==> src/rtl/uart_pkg.sv <==
// Shared UART receive definitions: FSM encoding, parity modes, parameter legality.
// Pure declarations; no logic, no latency, no backpressure.
package uart_pkg;

  localparam int PAR_NONE = 0;
  localparam int PAR_EVEN = 1;
  localparam int PAR_ODD  = 2;

  typedef enum logic [2:0] {
    ST_IDLE,
    ST_START,
    ST_DATA,
    ST_PARITY,
    ST_STOP,
    ST_WAIT_HIGH
  } rx_state_t;

  function automatic bit cfg_legal(input int br, input int half, input int db,
                                   input int par, input int sb, input int depth);
    return (br >= 4) && (half >= 2) && (half < br) &&
           (db >= 5) && (db <= 9) && (par >= PAR_NONE) && (par <= PAR_ODD) &&
           (sb >= 1) && (sb <= 2) && (depth >= 2) && ((depth & (depth - 1)) == 0);
  endfunction

endpackage

==> src/rtl/uart_rx_cfg_if.sv <==
// Receiver-side bundle: serial line in, FIFO head/pop and error pulses out.
// The master side is the receiver; the slave side is the consumer of words.
interface uart_rx_cfg_if #(parameter int DATA_BITS = 8);
  logic                 sdin;
  logic                 rd_en;
  logic [DATA_BITS-1:0] data;
  logic                 data_rdy;
  logic                 source_ber_framing_error;
  logic                 parity_error;
  logic                 overrun_error;

  modport master (input sdin, rd_en,
                  output data, data_rdy, source_ber_framing_error, parity_error, overrun_error);
  modport slave  (output sdin, rd_en,
                  input data, data_rdy, source_ber_framing_error, parity_error, overrun_error);
endinterface

==> src/rtl/uart_rx_fifo.sv <==
// Receive word FIFO; write visible on data_rdy one cycle later, head is combinational.
// A write into a full FIFO is dropped with an overrun pulse unless a pop happens that same cycle.
module uart_rx_fifo #(
  parameter int WIDTH = 8,
  parameter int DEPTH = 4
) (
  input  logic             clk,
  input  logic             reset,
  input  logic             wr,
  input  logic [WIDTH-1:0] wdata,
  input  logic             rd,
  output logic [WIDTH-1:0] rdata,
  output logic             not_empty,
  output logic             overrun
);
  localparam int AW = $clog2(DEPTH);

  logic [WIDTH-1:0] mem [DEPTH];
  logic [AW-1:0]    wp, rp;
  logic [AW:0]      count;
  logic             full, empty, push, pop;

  assign full  = (count == (AW+1)'(DEPTH));
  assign empty = (count == '0);
  assign pop   = rd & ~empty;
  assign push  = wr & (~full | pop);

  always_ff @(posedge clk or negedge reset) begin
    if (!reset) begin
      wp      <= '0;
      rp      <= '0;
      count   <= '0;
      overrun <= 1'b0;
    end else begin
      overrun <= wr & full & ~pop;
      if (push) wp <= wp + AW'(1);
      if (pop)  rp <= rp + AW'(1);
      case ({push, pop})
        2'b10:   count <= count + (AW+1)'(1);
        2'b01:   count <= count - (AW+1)'(1);
        default: count <= count;
      endcase
    end
  end

  always_ff @(posedge clk) begin
    if (push) mem[wp] <= wdata;
  end

  assign rdata     = empty ? '0 : mem[rp];
  assign not_empty = ~empty;

endmodule

==> src/rtl/uart_rx_cfg.sv <==
// Configurable UART receiver: 2-flop sync, 3-sample majority voter, frame FSM, word FIFO.
// Word reaches FIFO the cycle after the last stop mid-sample; no backpressure, full FIFO drops with overrun.
module uart_rx_cfg
  import uart_pkg::*;
#(
  parameter int BR_PERIOD      = 1831,
  parameter int BR_PERIOD_HALF = 916,
  parameter int DATA_BITS      = 8,
  parameter int PARITY         = 0,
  parameter int STOP_BITS      = 1,
  parameter int FIFO_DEPTH     = 4
) (
  input logic          clk,
  input logic          reset,
  uart_rx_cfg_if.master bus
);
  localparam int CW = $clog2(BR_PERIOD + 1);
  localparam int BW = $clog2(DATA_BITS + 1);

  if (!cfg_legal(BR_PERIOD, BR_PERIOD_HALF, DATA_BITS, PARITY, STOP_BITS, FIFO_DEPTH)) begin : g_bad_cfg
    $error("uart_rx_cfg: illegal parameter combination");
  end

  rx_state_t            state_q, state_d;
  logic                 sync1, sync2, line_prev, fall;
  logic [1:0]           sync_warm;
  logic [CW-1:0]        cnt;
  logic                 samp_a, samp_b, vote_due, bit_val, counting;
  logic [BW-1:0]        idx;
  logic [DATA_BITS-1:0] shreg;
  logic                 par_bad, par_exp;
  logic                 load_half, shift_en, par_en, stop_adv, fr_err, par_pulse, wr_en;
  logic                 framing_q, parity_q;

  // line_prev only follows real samples once the reset value has flushed out of the synchroniser,
  // so a line that is already low at reset release never looks like a falling edge.
  always_ff @(posedge clk or negedge reset) begin
    if (!reset) begin
      sync1     <= 1'b1;
      sync2     <= 1'b1;
      sync_warm <= 2'b00;
      line_prev <= 1'b0;
    end else begin
      sync1     <= bus.sdin;
      sync2     <= sync1;
      sync_warm <= {sync_warm[0], 1'b1};
      line_prev <= sync_warm[1] ? sync2 : 1'b0;
    end
  end

  assign fall     = line_prev & ~sync2;
  assign counting = (state_q inside {ST_START, ST_DATA, ST_PARITY, ST_STOP});
  assign bit_val  = (samp_a & samp_b) | (samp_a & sync2) | (samp_b & sync2);
  assign par_exp  = (^shreg) ^ (PARITY == PAR_ODD);

  always_comb begin
    state_d   = state_q;
    load_half = 1'b0;
    shift_en  = 1'b0;
    par_en    = 1'b0;
    stop_adv  = 1'b0;
    fr_err    = 1'b0;
    par_pulse = 1'b0;
    wr_en     = 1'b0;
    case (state_q)
      ST_IDLE: begin
        if (fall) begin
          state_d   = ST_START;
          load_half = 1'b1;
        end
      end
      ST_START: begin
        if (vote_due) state_d = bit_val ? ST_IDLE : ST_DATA;
      end
      ST_DATA: begin
        if (vote_due) begin
          shift_en = 1'b1;
          if (idx == BW'(DATA_BITS - 1))
            state_d = (PARITY != PAR_NONE) ? ST_PARITY : ST_STOP;
        end
      end
      ST_PARITY: begin
        if (vote_due) begin
          par_en  = 1'b1;
          state_d = ST_STOP;
        end
      end
      ST_STOP: begin
        if (vote_due) begin
          if (!bit_val) begin
            fr_err  = 1'b1;
            state_d = ST_WAIT_HIGH;
          end else if (idx == BW'(STOP_BITS - 1)) begin
            par_pulse = par_bad;
            wr_en     = ~par_bad;
            // Re-arm immediately so a start edge in this very cycle is not lost.
            if (fall) begin
              state_d   = ST_START;
              load_half = 1'b1;
            end else begin
              state_d = ST_IDLE;
            end
          end else begin
            stop_adv = 1'b1;
          end
        end
      end
      ST_WAIT_HIGH: begin
        if (sync2) state_d = ST_IDLE;
      end
      default: state_d = ST_IDLE;
    endcase
  end

  always_ff @(posedge clk or negedge reset) begin
    if (!reset) begin
      state_q   <= ST_IDLE;
      cnt       <= '0;
      samp_a    <= 1'b0;
      samp_b    <= 1'b0;
      vote_due  <= 1'b0;
      idx       <= '0;
      shreg     <= '0;
      par_bad   <= 1'b0;
      framing_q <= 1'b0;
      parity_q  <= 1'b0;
    end else begin
      state_q   <= state_d;
      framing_q <= fr_err;
      parity_q  <= par_pulse;
      // The vote resolves one cycle after the terminal count, using the live sample as the third vote.
      if (load_half) begin
        cnt      <= CW'(BR_PERIOD_HALF);
        vote_due <= 1'b0;
      end else if (counting) begin
        if (cnt == CW'(1)) samp_a <= sync2;
        if (cnt == '0) begin
          samp_b   <= sync2;
          cnt      <= CW'(BR_PERIOD - 1);
          vote_due <= 1'b1;
        end else begin
          cnt      <= cnt - CW'(1);
          vote_due <= 1'b0;
        end
      end else begin
        vote_due <= 1'b0;
      end
      if (state_d != state_q)       idx <= '0;
      else if (shift_en | stop_adv) idx <= idx + BW'(1);
      if (shift_en) shreg <= {bit_val, shreg[DATA_BITS-1:1]};
      if (load_half)   par_bad <= 1'b0;
      else if (par_en) par_bad <= bit_val ^ par_exp;
    end
  end

  uart_rx_fifo #(
    .WIDTH (DATA_BITS),
    .DEPTH (FIFO_DEPTH)
  ) u_fifo (
    .clk       (clk),
    .reset     (reset),
    .wr        (wr_en),
    .wdata     (shreg),
    .rd        (bus.rd_en),
    .rdata     (bus.data),
    .not_empty (bus.data_rdy),
    .overrun   (bus.overrun_error)
  );

  assign bus.source_ber_framing_error = framing_q;
  assign bus.parity_error             = parity_q;

endmodule

==> src/flat_wrapper.sv <==
// flat-port wrapper written by rule: the top's interface ports become plain ports
module uart_rx_cfg_flat import uart_pkg::*;
#(
  parameter int BR_PERIOD      = 1831,
  parameter int BR_PERIOD_HALF = 916,
  parameter int DATA_BITS      = 8,
  parameter int PARITY         = 0,
  parameter int STOP_BITS      = 1,
  parameter int FIFO_DEPTH     = 4
)
  (clk, reset, bus_sdin, bus_rd_en, bus_data, bus_data_rdy, bus_source_ber_framing_error, bus_parity_error, bus_overrun_error);
  uart_rx_cfg_if #(.DATA_BITS(DATA_BITS)) bus_i ();
  input logic clk;
  input logic reset;
  input wire logic [$bits(bus_i.sdin)-1:0] bus_sdin;
  input wire logic [$bits(bus_i.rd_en)-1:0] bus_rd_en;
  output wire logic [$bits(bus_i.data)-1:0] bus_data;
  output wire logic [$bits(bus_i.data_rdy)-1:0] bus_data_rdy;
  output wire logic [$bits(bus_i.source_ber_framing_error)-1:0] bus_source_ber_framing_error;
  output wire logic [$bits(bus_i.parity_error)-1:0] bus_parity_error;
  output wire logic [$bits(bus_i.overrun_error)-1:0] bus_overrun_error;
  assign bus_i.sdin = bus_sdin;
  assign bus_i.rd_en = bus_rd_en;
  assign bus_data = bus_i.data;
  assign bus_data_rdy = bus_i.data_rdy;
  assign bus_source_ber_framing_error = bus_i.source_ber_framing_error;
  assign bus_parity_error = bus_i.parity_error;
  assign bus_overrun_error = bus_i.overrun_error;
  uart_rx_cfg #(.BR_PERIOD(BR_PERIOD), .BR_PERIOD_HALF(BR_PERIOD_HALF), .DATA_BITS(DATA_BITS), .PARITY(PARITY), .STOP_BITS(STOP_BITS), .FIFO_DEPTH(FIFO_DEPTH)) u_core (.clk(clk), .reset(reset), .bus(bus_i));
endmodule
==> config.mk <==
export PLATFORM = sky130hd
export DESIGN_NAME = uart_rx_cfg_flat
export DESIGN_NICKNAME = d
export VERILOG_FILES = /design/src/rtl/uart_pkg.sv /design/src/rtl/uart_rx_cfg_if.sv /design/src/rtl/uart_rx_fifo.sv /design/src/rtl/uart_rx_cfg.sv /design/src/flat_wrapper.sv
export SDC_FILE = /design/constraint.sdc
export NUM_CORES = 1
export LEC_CHECK = 0
export CAP_MARGIN = 20
export CORE_MARGIN = 1.5
export CORE_UTILIZATION = 55
export DETAILED_ROUTE_END_ITERATION = 10
export GPL_TIMING_DRIVEN = 0
export PLACE_DENSITY = 0.81
export SLEW_MARGIN = 10
export SYNTH_ARGS = -nofsm -noshare
export SYNTH_HDL_FRONTEND = slang
export SYNTH_HIERARCHICAL = 1
export SYNTH_SLANG_ARGS = --single-unit
==> constraint.sdc <==
create_clock -name clk -period 4 [get_ports clk]
set_input_delay 0.6 -clock clk [delete_from_list [all_inputs] [get_ports clk]]
set_output_delay 0.6 -clock clk [all_outputs]
set_load 0.01 [all_outputs]
==> flow_summary_export.csv <==
group,metric,value,unit
run_status,status,"finished, final reports clean",
layout,drive_gt1_share,19.8,%
layout,multi_input_area,1450,µm²
layout,stdcell_count,385,
logic_synthesis,ys_types,63,
logic_synthesis,synth-edff-count,32,
routing,drt_wl_total,5.87,mm
floorplanning,start_util,57.4,%
worst_setup_path,critPathMaxFanout,10,
floorplanning,num_rows,29,
layout,fillCellCount,473,
floorplanning,core,6390,µm²
power,powerDensity,536,nW/µm²
sta,max_freq,313,MHz
logic_synthesis,syn-instance-count,276,
clock_network,cts_made_buffers,9,
clock_network,cts.sinks,77,
clock_network,clkTransAtPathRegs,0.08,ns
flow_run,max_cap_viol_count,0,
power,p_leak,0.00165,µW
grt,track_usage,18.6,%
layout,area_delta_synth_final,13.0,%
logic_synthesis,post-synth-top-area-cell,"dfrtp_1",
clock_network,cts_buffer_depth,2,
layout,regArea,2090,µm²
logic_synthesis,syn_area,3660,µm²
worst_setup_path,crit_path_end_kind,"flip-flop",
grt,antenna_found_initial,0,
logic_synthesis,yosysWarnings,6,
routing,vias,2150,
layout,antenna_cells,0,
logic_synthesis,async_reset_ff_share,58.4,%
worst_setup_path,crit_type,"flip-flop to flip-flop",
min_path,min_path_type,"input pin to asynchronous set/reset pin",
routing,drc,0,
worst_setup_path,cp.required,4.23,ns
routing,wl_per_cell,15.3,µm
placement,gp_congestion,0.851,
floorplanning,dieArea,7160,µm²
power,ir_drop,398,µV
clock_network,h-tree-depth,3,
placement,place_inst,369,
sta,fin_skew,0.00616,ns
sta,period_share,80.0,%
clock_network,cts-hold-fix-buffers,0,
clock_network,cts_resized,0,
clock_network,cts_root_buffer,"clkbuf_8",
routing,viasPerCell,5.58,
sta,fin_crit,3.20,ns
logic_synthesis,syn-num-nets,290,
worst_setup_path,worstPathArrival,3.43,ns
grt,first_global_vias,2151,
clock_network,cts_tree,"done",
power,finalPower,2220,µW
worst_setup_path,reg2reg_depth,13,
worst_setup_path,critPathLaunchType,"flip-flop",
grt,grt_pass1_wl,10.2,mm
floorplanning,die_h,84.6,µm
grt,grt_max_degree,27,
placement,hpwlAfterDp,4.13,mm
placement,port_buffers,15,
logic_synthesis,ys_seq_elements,77,
clock_network,insertion_delay,0.35,ns
floorplanning,die_w,84.6,µm
sta,rsz0062_at_grt,"false",
logic_synthesis,synthTopCellsByArea,"dfrtp_1, edfxtp_1, mux4_2",
layout,nets,317,
grt,grt_overflow,0,
routing,drt_iter0_markers,93,
floorplanning,ios,16,
logic_synthesis,synthDominantCellAreaShare,29.4,%
sta,fin_tns_setup,0,ns
logic_synthesis,yosysSeqAreaShare,57.0,%
sta,hold_violations,0,
sta,finalMaxSlewViolations,0,
sta,setup_viol,0,
routing,drtPass1Iterations,4,
clock_network,postCtsSetupRepairBufs,0,
routing,postRouteAntennaNets,0,
logic_synthesis,synth-main-ff-cell,"dfrtp_1",
logic_synthesis,avgSynthCellArea,13.3,µm²
-- critical path, stage by stage, from the launching register on --
cell and delay (ns):
dfstp_2 0.53, buf_6 0.12, maj3_1 0.36, nand3_2 0.19, or4_1 0.48, nor2_1 0.13, nor2b_2 0.32, inv_1 0.08
ha_1 0.23, inv_1 0.09, fa_1 0.20, xor2_1 0.15, nor2_1 0.07, xor2_1 0.15
-- final timing paths --
check	end	slack, ns	from
max	u_core/u_fifo/count[2]	0.80	u_core/sync2
min	u_core/u_fifo/count[0]	0.20	reset
max reg2reg	u_core/u_fifo/count[2]	0.80	u_core/sync2
min reg2reg	u_core/sync2	0.36	u_core/sync1
max in group asynchronous	u_core/sync1	3.23	reset
min in group clk	u_core/sync2	0.36	u_core/sync1
-- final cells by class --
cell class	count	share of cell area, %
inverters	14	1.27
repair buffers	16	3.99
multi-input cells	175	35.1
clock inverters	5	2.05
clock buffers	11	3.17
flip-flops and latches	77	50.5
well taps	77	2.33
plain buffers	10	1.66
-- Yosys cell counts (all sizes together) (2+ instances only) --
| master | count |
|---|---|
| dfrtp | 43 |
| or4 | 4 |
| nand2b | 3 |
| nor2 | 24 |
| nand3 | 7 |
| edfxtp | 32 |
| nor3 | 5 |
| clkbuf | 3 |
| nand2 | 11 |
| nand4 | 2 |
| ha | 9 |
| o21ai | 8 |
| a211o | 2 |
| and2 | 15 |
| buf | 7 |
| nor4 | 3 |
| mux2 | 11 |
| a31oi | 2 |
| or3 | 4 |
| mux2i | 6 |
| a21oi | 8 |
| a21o | 3 |
| inv | 14 |
| mux4 | 8 |
| dfstp | 2 |
| xor2 | 6 |
| xnor2 | 12 |
| nor2b | 2 |
-- layout by cell type (no fill, tap or decap), types with 6 or more instances in the layout --
master           netlist  layout
nor2_1                23      23
xnor2_1               11      11
inv_1                 13      13
and2_1                15      15
edfxtp_1              32      32
o21ai_0                8       8
mux2_2                 9       9
mux2i_1                6       6
nand2_1               11      11
a21oi_1                7       7
clkbuf_8               0       9
ha_1                   9       9
xor2_1                 6       6
mux4_2                 8       8
clkdlybuf4s50_1        0      14
nand3_1                6       6
dfrtp_1               43      43
-- power by group --
| group | internal (µW) | leakage, µW | switching, µW |
|---|---|---|---|
| Clock | 354 | 0.000104 | 272 |
| Combinational | 311 | 0.000711 | 279 |
| Sequential | 907 | 0.000832 | 99.2 |
| Total | 1570 | 0.00165 | 650 |
-- per-layer routing --
metal	track usage [%]	vias up	routed length [µm]
li1	-	1044	-
met1	24.4	1067	2620
met2	30.0	29	2970
met3	5.01	10	187
met4	6.60	0	95
met5	0	-	0
-- registers in the layout (all words and copies together), names as in the netlist, 2 cells and up --
register and flops:
u_core/u_fifo/mem 32, u_core/cnt 11, u_core/shreg 8, u_core/idx 4, u_core/state_q 3, u_core/u_fifo/count 3
u_core/sync_warm 2, u_core/u_fifo/rp 2, u_core/u_fifo/wp 2
-- per-stage QoR --
step	area, µm²	hold slack (ns)	util (%)	setup slack, ns
after global placement	3910	0.344	61.2	0.846
after floorplan	3660	0.304	-	1.19
after CTS	4140	0.206	64.9	0.770
after global routing	4140	0.226	64.9	0.543
final	4140	0.200	64.9	0.800
after detailed placement	3930	0.352	61.5	0.809
-- kinds of logic after synthesis --
logic type | synth area share (%)
buffers and inverters | 3.31
muxes | 10.1
other | 0.102
adders and majority gates | 3.89
DFF | 57.0
and+or+nand+nor | 14.3
xor gates and xnor gates | 5.43
AOI/OAI and AO/OA | 5.74
No activity file was read; power rests on OpenSTA's default activity.
